## src/rtl/predictor_pkg.sv

```systemverilog
// ------------------------------------------------------------------
// predictor_pkg: shared types, constants and branch resolve helpers.
// Rev 1.0
// ------------------------------------------------------------------
`default_nettype none

package predictor_pkg;

  localparam logic [2:0] COND_NONE = 3'b000;
  localparam logic [2:0] COND_JMP  = 3'b001;
  localparam logic [2:0] COND_JZ   = 3'b010;
  localparam logic [2:0] COND_JNZ  = 3'b011;
  localparam logic [2:0] COND_JC   = 3'b100;
  localparam logic [2:0] COND_JNC  = 3'b101;

  localparam logic [1:0] CNT_SNT = 2'b00;
  localparam logic [1:0] CNT_WNT = 2'b01;
  localparam logic [1:0] CNT_WT  = 2'b10;
  localparam logic [1:0] CNT_ST  = 2'b11;

  typedef enum logic [0:0] {
    ST_CLEAR = 1'b0,
    ST_RUN   = 1'b1
  } state_e;

  function automatic logic resolve_taken(input logic [2:0] cond,
                                         input logic [15:0] w,
                                         input logic cy);
    logic taken;
    taken = 1'b0;
    case (cond)
      COND_JMP: taken = 1'b1;
      COND_JZ:  taken = (w == 16'h0000);
      COND_JNZ: taken = (w != 16'h0000);
      COND_JC:  taken = cy;
      COND_JNC: taken = ~cy;
      default:  taken = 1'b0;
    endcase
    return taken;
  endfunction

  function automatic logic is_branch(input logic [2:0] cond);
    return (cond >= COND_JMP) && (cond <= COND_JNC);
  endfunction

endpackage

`default_nettype wire

```

## src/rtl/predictor_bht.sv

```systemverilog
// ------------------------------------------------------------------
// predictor_bht: 2-bit counter table, async read, registered write.
// Rev 1.0
// ------------------------------------------------------------------
`default_nettype none

module predictor_bht #(
  parameter int INDEX_BITS = 6
) (
  input  logic                  clock,
  input  logic                  reset_n,
  input  logic [INDEX_BITS-1:0] rd_idx_i,
  output logic [1:0]            rd_data_o,
  input  logic                  wr_en_i,
  input  logic [INDEX_BITS-1:0] wr_idx_i,
  input  logic [1:0]            wr_data_i
);
  import predictor_pkg::*;

  logic [1:0]            mem_q [2**INDEX_BITS];
  logic                  pend_valid_q;
  logic [INDEX_BITS-1:0] pend_idx_q;
  logic [1:0]            pend_data_q;

  // Writes land one edge late; the pending slot forwards them to the read
  // port so the write data never depends combinationally on its own read.
  always_ff @(posedge clock) begin
    if (!reset_n) begin
      pend_valid_q <= 1'b0;
    end else begin
      pend_valid_q <= wr_en_i;
    end
  end

  always_ff @(posedge clock) begin
    pend_idx_q  <= wr_idx_i;
    pend_data_q <= wr_data_i;
  end

  always_ff @(posedge clock) begin
    if (pend_valid_q) begin
      mem_q[pend_idx_q] <= pend_data_q;
    end
  end

  always_comb begin
    rd_data_o = mem_q[rd_idx_i];
    if (pend_valid_q && (pend_idx_q == rd_idx_i)) begin
      rd_data_o = pend_data_q;
    end
  end

endmodule

`default_nettype wire

```

## src/rtl/branch_predictor_core.sv

```systemverilog
// ------------------------------------------------------------------
// branch_predictor_core: FSM, resolve logic, outputs and statistics.
// Rev 1.0
// ------------------------------------------------------------------
`default_nettype none

module branch_predictor_core #(
  parameter int         INDEX_BITS = 6,
  parameter logic [1:0] INIT_STATE = 2'b01,
  parameter int         CNT_WIDTH  = 16
) (
  input  logic                 clock,
  input  logic                 reset_n,
  input  logic [13:0]          latched_branch,
  input  logic [10:0]          latched_branch_addr,
  input  logic [15:0]          latched_W,
  input  logic                 latched_CY,
  input  logic                 latched_exec_done,
  output logic                 ready,
  output logic                 pred_valid,
  output logic                 pred_taken,
  output logic [10:0]          pred_target,
  output logic                 actual_taken,
  output logic                 mispredict,
  output logic [CNT_WIDTH-1:0] branch_count,
  output logic [CNT_WIDTH-1:0] hit_count,
  output logic [CNT_WIDTH-1:0] miss_count
);
  import predictor_pkg::*;

  localparam logic [INDEX_BITS-1:0] LAST_IDX = '1;
  localparam logic [CNT_WIDTH-1:0]  CNT_MAX  = '1;
  localparam logic [CNT_WIDTH-1:0]  CNT_ONE  = CNT_WIDTH'(1);

  state_e                state_q, state_d;
  logic [INDEX_BITS-1:0] clr_idx_q, clr_idx_d;

  logic [2:0]            w_cond;
  logic [INDEX_BITS-1:0] w_idx;
  logic [1:0]            w_rd_data;
  logic                  w_actual;
  logic                  w_accept;
  logic                  w_wr_en;
  logic [INDEX_BITS-1:0] w_wr_idx;
  logic [1:0]            w_wr_data;

  assign w_cond   = latched_branch[13:11];
  assign w_idx    = latched_branch_addr[INDEX_BITS-1:0];
  assign w_actual = resolve_taken(w_cond, latched_W, latched_CY);
  assign ready    = (state_q == ST_RUN);

  predictor_bht #(
    .INDEX_BITS (INDEX_BITS)
  ) u_bht (
    .clock     (clock),
    .reset_n   (reset_n),
    .rd_idx_i  (w_idx),
    .rd_data_o (w_rd_data),
    .wr_en_i   (w_wr_en),
    .wr_idx_i  (w_wr_idx),
    .wr_data_i (w_wr_data)
  );

  always_comb begin
    state_d   = state_q;
    clr_idx_d = clr_idx_q;
    w_accept  = 1'b0;
    w_wr_en   = 1'b0;
    w_wr_idx  = w_idx;
    w_wr_data = w_rd_data;
    case (state_q)
      ST_CLEAR: begin
        w_wr_en   = 1'b1;
        w_wr_idx  = clr_idx_q;
        w_wr_data = INIT_STATE;
        clr_idx_d = clr_idx_q + 1'b1;
        if (clr_idx_q == LAST_IDX) begin
          state_d = ST_RUN;
        end
      end
      ST_RUN: begin
        if (latched_exec_done && is_branch(w_cond)) begin
          w_accept = 1'b1;
          w_wr_en  = 1'b1;
          if (w_actual) begin
            w_wr_data = (w_rd_data == CNT_ST) ? CNT_ST : w_rd_data + 2'd1;
          end else begin
            w_wr_data = (w_rd_data == CNT_SNT) ? CNT_SNT : w_rd_data - 2'd1;
          end
        end
      end
      default: state_d = ST_CLEAR;
    endcase
    // Anything presented on a reset edge is dropped.
    if (!reset_n) begin
      w_accept = 1'b0;
      w_wr_en  = 1'b0;
    end
  end

  always_ff @(posedge clock) begin
    if (!reset_n) begin
      state_q      <= ST_CLEAR;
      clr_idx_q    <= '0;
      pred_valid   <= 1'b0;
      pred_taken   <= 1'b0;
      pred_target  <= '0;
      actual_taken <= 1'b0;
      mispredict   <= 1'b0;
      branch_count <= '0;
      hit_count    <= '0;
      miss_count   <= '0;
    end else begin
      state_q    <= state_d;
      clr_idx_q  <= clr_idx_d;
      pred_valid <= w_accept;
      if (w_accept) begin
        pred_taken   <= w_rd_data[1];
        pred_target  <= latched_branch[10:0];
        actual_taken <= w_actual;
        mispredict   <= w_rd_data[1] ^ w_actual;
        if (branch_count != CNT_MAX) branch_count <= branch_count + CNT_ONE;
        if (w_rd_data[1] == w_actual) begin
          if (hit_count != CNT_MAX) hit_count <= hit_count + CNT_ONE;
        end else begin
          if (miss_count != CNT_MAX) miss_count <= miss_count + CNT_ONE;
        end
      end
    end
  end

endmodule

`default_nettype wire

```

## config.mk

```make
export PLATFORM = sky130hd
export DESIGN_NAME = branch_predictor_core
export DESIGN_NICKNAME = d
export VERILOG_FILES = /design/src/rtl/predictor_pkg.sv /design/src/rtl/predictor_bht.sv /design/src/rtl/branch_predictor_core.sv
export SDC_FILE = /design/constraint.sdc
export NUM_CORES = 1
export LEC_CHECK = 0
export ABC_AREA = 1
export ABC_CLOCK_PERIOD_IN_PS = 6500
export BUFFER_PORTS_ARGS = -buffer_cell sky130_fd_sc_hd__buf_4
export CORE_ASPECT_RATIO = 0.9
export CORE_UTILIZATION = 60
export CTS_BUF_LIST = sky130_fd_sc_hd__clkbuf_8 sky130_fd_sc_hd__clkbuf_16
export CTS_CLUSTER_SIZE = 40
export DETAILED_ROUTE_END_ITERATION = 8
export PLACE_DENSITY = 0.82
export SETUP_SLACK_MARGIN = 0.5
export SLEW_MARGIN = 20
export SYNTH_ARGS = -nofsm -noshare
export SYNTH_HDL_FRONTEND = slang
export SYNTH_SLANG_ARGS = --single-unit
export TNS_END_PERCENT = 5
```

## constraint.sdc

```tcl
create_clock -name clock -period 6.5 [get_ports clock]
set_input_delay 0.65 -clock clock [delete_from_list [all_inputs] [get_ports clock]]
set_output_delay 0.65 -clock clock [all_outputs]
set_load 0.05 [all_outputs]
```

### After elaboration in Yosys (flattened, before gate mapping)

Memories as Yosys holds them, arrays and structs flattened.
Cells that the tools add are included.

* bits in registers: 79
* RAM bits: 128
* input port bits: 45
* output and inout port bits: 64
* word-level logic and storage cells: 63
* memories: 1

Memories
* u_bht.mem_q: depth 64, bits a word 2, read ports 1, clocked after memory_dff 0, write ports 1, line predictor_bht.sv:20 `logic [1:0] mem_q [2**INDEX_BITS];`

* add/subtract/negate cells: 6
* $lt $le $gt $ge: 2
* equal/unequal tests: 12
* mux-type cells: 16
* bitwise operators: 4
* reduce and logical (&&, ||, !) cells: 9

Operators with widths (number)
* $add 16x1->16 const B: 3
* $ne 16x16->1 const B: 3
* $logic_not 16->1: 1
* $reduce_bool 16->1: 1
* $mux 2: 5
* $mux 1: 7
* $add 6x1->6 const B: 1
* $eq 3x2->1 const B: 2
* $eq 3x3->1 const B: 2
* $eq 6x6->1: 1
* $eq 6x6->1 const B: 1
* $mux 6: 1
* $reduce_and 3->1: 2
* $pmux 1 s5: 1
* $pmux 2 s2: 1
* $eq 3x1->1 const B: 1
* $ge 3x1->1 const B: 1
* $le 3x3->1 const B: 1
* $logic_and 1x1->1: 3
* $not 1->1: 3
* $add 2x1->2 const B: 1
* $eq 2x2->1 const B: 1
* $logic_not 2->1: 1
* $pmux 1 s2: 1
* other kinds (4): 4

### Depth between registers and ports, before layout

* depth after elaboration: 8
* mapped depth: 19
* mapped depth without buffers: 16

### Modules after synthesis

A second synthesis with hierarchy kept.

* cells, all modules: 1169
* area, all modules: 9865.7 um^2

Modules (own cells, without submodules)
* predictor_bht: times used 1, cells each 544, area an instance 5838.1 um^2, seq. area each 4023.9 um^2
* branch_predictor_core: times used 1, cells each 625, area an instance 4027.6 um^2, seq. area each 1401.3 um^2

### Worst setup path before layout

Ideal clock, no wire load.

* path type: flip-flop to flip-flop
* start: reg miss_count[1]
* end: reg miss_count[15]
* setup time: 0.128 ns
* data arrival time: 2.478 ns
* data required time: 6.372 ns
* setup slack: 3.894 ns
* stages on the path, launching flop included: 13
* buffers on the path: 1
* period minus slack after synthesis: 2.606 ns
* cells stage by stage: dfxtp_1 -> ha_1 -> nand2_1 -> nor3_1 -> nand3_1 -> nor3_1 -> and3_1 -> nand4_2 -> nand3_4 -> buf_6 -> nand2_1 -> nand2_1 -> nor2_1

* cells in the longest elaborated chain, start to end: 2
* elaborated cells between the ends (all ways): 3
* those cells by class: add/sub: 1; eq/ne: 1; reduce/logical: 1

Ends and longest elaborated chain
* from (decl): line branch_predictor_core.sv:27 `output logic [CNT_WIDTH-1:0] miss_count`
* from (signal assigned): line branch_predictor_core.sv:126 `if (miss_count != CNT_MAX) miss_count <= miss_count + CNT_ONE;`
* parallel branches: the longest is 2 deep, another holds $add 16x1->16

Parallel ways; which one is timed is not known.
A chain may end at the register's enable or synchronous reset.

### Worst setup path after layout

* start: in latched_branch_addr[0]
* end: reg hit_count[7]

* cells in the longest elaborated chain, start to end: 5
* elaborated cells between the ends (all ways): 6
* those cells by class: eq/ne: 2; mux: 1; reduce/logical: 2; memory: 1

Ends and longest elaborated chain
* from (decl): line branch_predictor_core.sv:15 `input logic [10:0] latched_branch_addr,`
* parallel branches: the longest is 2 deep, another holds $mem_v2 64x2
* $mux 2 *: line predictor_bht.sv:48 `if (pend_valid_q && (pend_idx_q == rd_idx_i)) begin`
* $eq 1x1->1 *: line branch_predictor_core.sv:123 `if (w_rd_data[1] == w_actual) begin`
* $reduce_and 3->1 (no line) *
* to (signal assigned): line branch_predictor_core.sv:124 `if (hit_count != CNT_MAX) hit_count <= hit_count + CNT_ONE;`
* to (decl): line branch_predictor_core.sv:26 `output logic [CNT_WIDTH-1:0] hit_count,`

Mark *: on every way between the ends.

==> results.ini <==
[grt]
grt_usage=0.2699
antenna_found_initial=0
grt_overflow=0
grt_pass1_vias=7311
grt_max_degree=67
grt_first_pass_wirelength_mm=35.18

[power_and_ir_drop]
switching_power_mw=0.6046
p_clk_frac=0.443
max-vdd-ir-drop_v=0.0001715
intPower_mw=2.173
power_density_nw_per_um2=251.5
seqPwrFrac=0.501
power_frac_comb=0.056
switching_share=0.2177
cellLeakagePower_nw=4.268

[cells_and_area]
final_common_cell=nand2_1
post-route-util=0.7127
final_cell_mix=240 x nand2_1, 184 x nor2_1, 128 x edfxtp_1, 108 x nand3_1, 105 x buf_4
antenna-diode-count=0
stdcell_count=1402
area_growth_pct=15.66
final_layout_size_suffix_gt1_frac=0.1292
fin_nets=1234

[critical_path]
worstPathArrival_ps=3800
rr_startpoint=ready
crit_path_end_kind=register
worstSetupPathType=in -> reg
startpoint_type=primary input
path_max_fanout=66
r2r_end=miss_count[6]
rrSetupSlack_ps=3950
reg2regPathDepth=7
required_ps=6870

[sta]
period_share=0.5281
worst_pin_slew_ps=1073
min_period_ps=3432
finalSetupTns_ps=0
finClkSkew_ps=12.61
slew-limit-headroom=0.2834
setup_viol=0
finalHoldViolCount=0
rsz0062_at_grt=no
clock.fmax_mhz=291.3
slew_violations=0

[detailed_routing]
vias=8021
avgRoutedWirePerCell_um=15.69
first_pass_iters=6
drt_iter0_markers=809
drc=0
via_per_inst=5.721
drtAntennaViolNets=0
finalWirelength_mm=21.99

[synth]
synthFlopType=edfxtp_1
synthAdderAreaFrac=0.005242
synthArstFlopShare=0
synth-edff-count=128
synthCells=1106
ys_seq_area_frac=0.5682
synth_nets=1155
synth-seq-cells=207
yosys.area.top_type=edfxtp_1
avgSynthCellArea_um2=8.633
yosys_warnings=0
yosys.cell_types.count=38
synth_top_family_by_area=simple AND/OR/NAND/NOR gates
synth_mux_area_frac=0
synthSimpleGateAreaFrac=0.2829
synth_xor_area_frac=0.01284
netlist_area_um2=9548
synth_area_leaders=edfxtp_1 40%, dfxtp_1 17%, nand2_1 9.4%
synth-compound-area-share=0.06500
synth_top_area_share=0.4026

[hold_path]
hold_class=in -> reg
min_to=pred_target[2]
hold_path_depth=3
hp-start=latched_branch[2]

[floorplan]
die_height_um=121.7
start_util=0.6162
die_area_um2=16420
dieWidth_um=135.0
pin_count=109
rows=43
core_area_um2=15490

[placed_design]
hpwl_mm=13.63
placed_cells=1363
gp_congestion=0.8474
io_buffer_count=103

[clocking]
cts_buffer_depth=3
cts_hold_buf=0
root_buffer=clkbuf_16
clk_latency_ps=500
cts.repair.resized=0
path_clk_slew_ps=60
h-tree-depth=1
post_cts_buffers=0
cts_tree=done
clock_sinks=207
cts_buffers=22

[run_status]
status=finished clean

[job]
maxCapViolCount=0

## power by group through the flow
stage          clock network (mW)  logic (mW)  registers [mW]
2_1_floorplan                   0       0.116            1.41
3_3_place_gp                    0       0.150            1.42
3_5_place_dp                    0       0.153            1.42
4_1_cts                      1.25       0.154            1.39
5_1_grt                      1.30       0.173            1.39
6_report                     1.23       0.157            1.39
## worst max path at each step
stage	startpoint	to	slack, ps	depth (start not counted)
floorplan	miss_count[1]	miss_count[15]	3890	12
global placement	latched_branch_addr[0]	hit_count[1]	2760	17
detailed placement	latched_branch_addr[0]	hit_count[7]	2660	17
CTS	latched_branch_addr[0]	hit_count[7]	3170	16
global route	latched_branch_addr[0]	hit_count[10]	2830	17
finish	latched_branch_addr[0]	hit_count[7]	3070	16
## final cells by class
cell class | instances | area (um^2)
clock inverters | 14 | 113.9
fillers | 1186 | 4452
well taps | 202 | 252.7
flip-flops and latches | 207 | 5430
clock buffers | 25 | 603.1
repair buffers | 105 | 788.3
multi-input cells | 753 | 3495
inverters | 96 | 360.3
## critical path, stage by stage
cell and delay, ps:
buf_4 530, inv_2 620, nand2_1 220, nand3_1 100
nand3_1 120, nand2_1 70, nand2_1 90, nand3_1 120
nand3_1 160, nand3_2 120, nand2_2 110, nand2_2 60
nand2_2 440, nand4_1 180, nand2_1 110, nor2_1 40
## sequential cells by signal, indices dropped and copies added (netlist names)
name                flops
miss_count             16
pred_target            11
pred_taken              1
clr_idx_q               6
branch_count           16
actual_taken            1
pred_valid              1
u_bht.mem_q           128
u_bht.pend_valid_q      1
u_bht.pend_idx_q        6
ready                   1
mispredict              1
hit_count              16
u_bht.pend_data_q       2
## stage by stage
stage          hold WS [ps]  power (mW)  setup slack, ps  cell area, um^2
2_1_floorplan         454.6       1.530             3895             9548
3_3_place_gp          453.2       1.569             2757            10320
3_5_place_dp          463.7       1.571             2660            10320
4_1_cts               403.2       2.792             3165            11040
5_1_grt               406.8       2.863             2833            11040
6_report              417.9       2.777             3068            11040
## logic make-up after synthesis
| logic type | Yosys count |
|---|---|
| AND/OR/NAND/NOR | 619 |
| flip-flops | 207 |
| AO/OA/AOI/OAI | 116 |
| XOR/XNOR | 14 |
| buffers and inverters | 146 |
| adder cells (fa/ha/maj) | 4 |
## synthesized netlist by cell type (2+ instances only)
cell type    n
nand2_1    240
nor2_1     184
edfxtp_1   128
nand3_1    108
inv_1       88
dfxtp_1     79
o21ai_0     61
nand4_1     38
a21oi_1     30
clkbuf_1    21
nor3_1      19
o22ai_1     19
buf_2       15
nor4_1      12
xor2_1      11
buf_4        6
buf_6        5
clkinv_1     5
nand2_2      5
ha_1         4
and3_1       3
inv_2        3
o21a_1       3
xnor2_1      3
buf_1        2
nand3_4      2
## layer usage
layer | vias up | track usage | share of wire
met3 | 44 | 0.04245 | 0.078
met4 | 0 | 0.08357 | 0.023
met5 | - | 0 | 0
li1 | 3890 | - | -
met2 | 322 | 0.4436 | 0.47
met1 | 3765 | 0.3701 | 0.43
No activity file was read; power rests on OpenSTA's default activity.
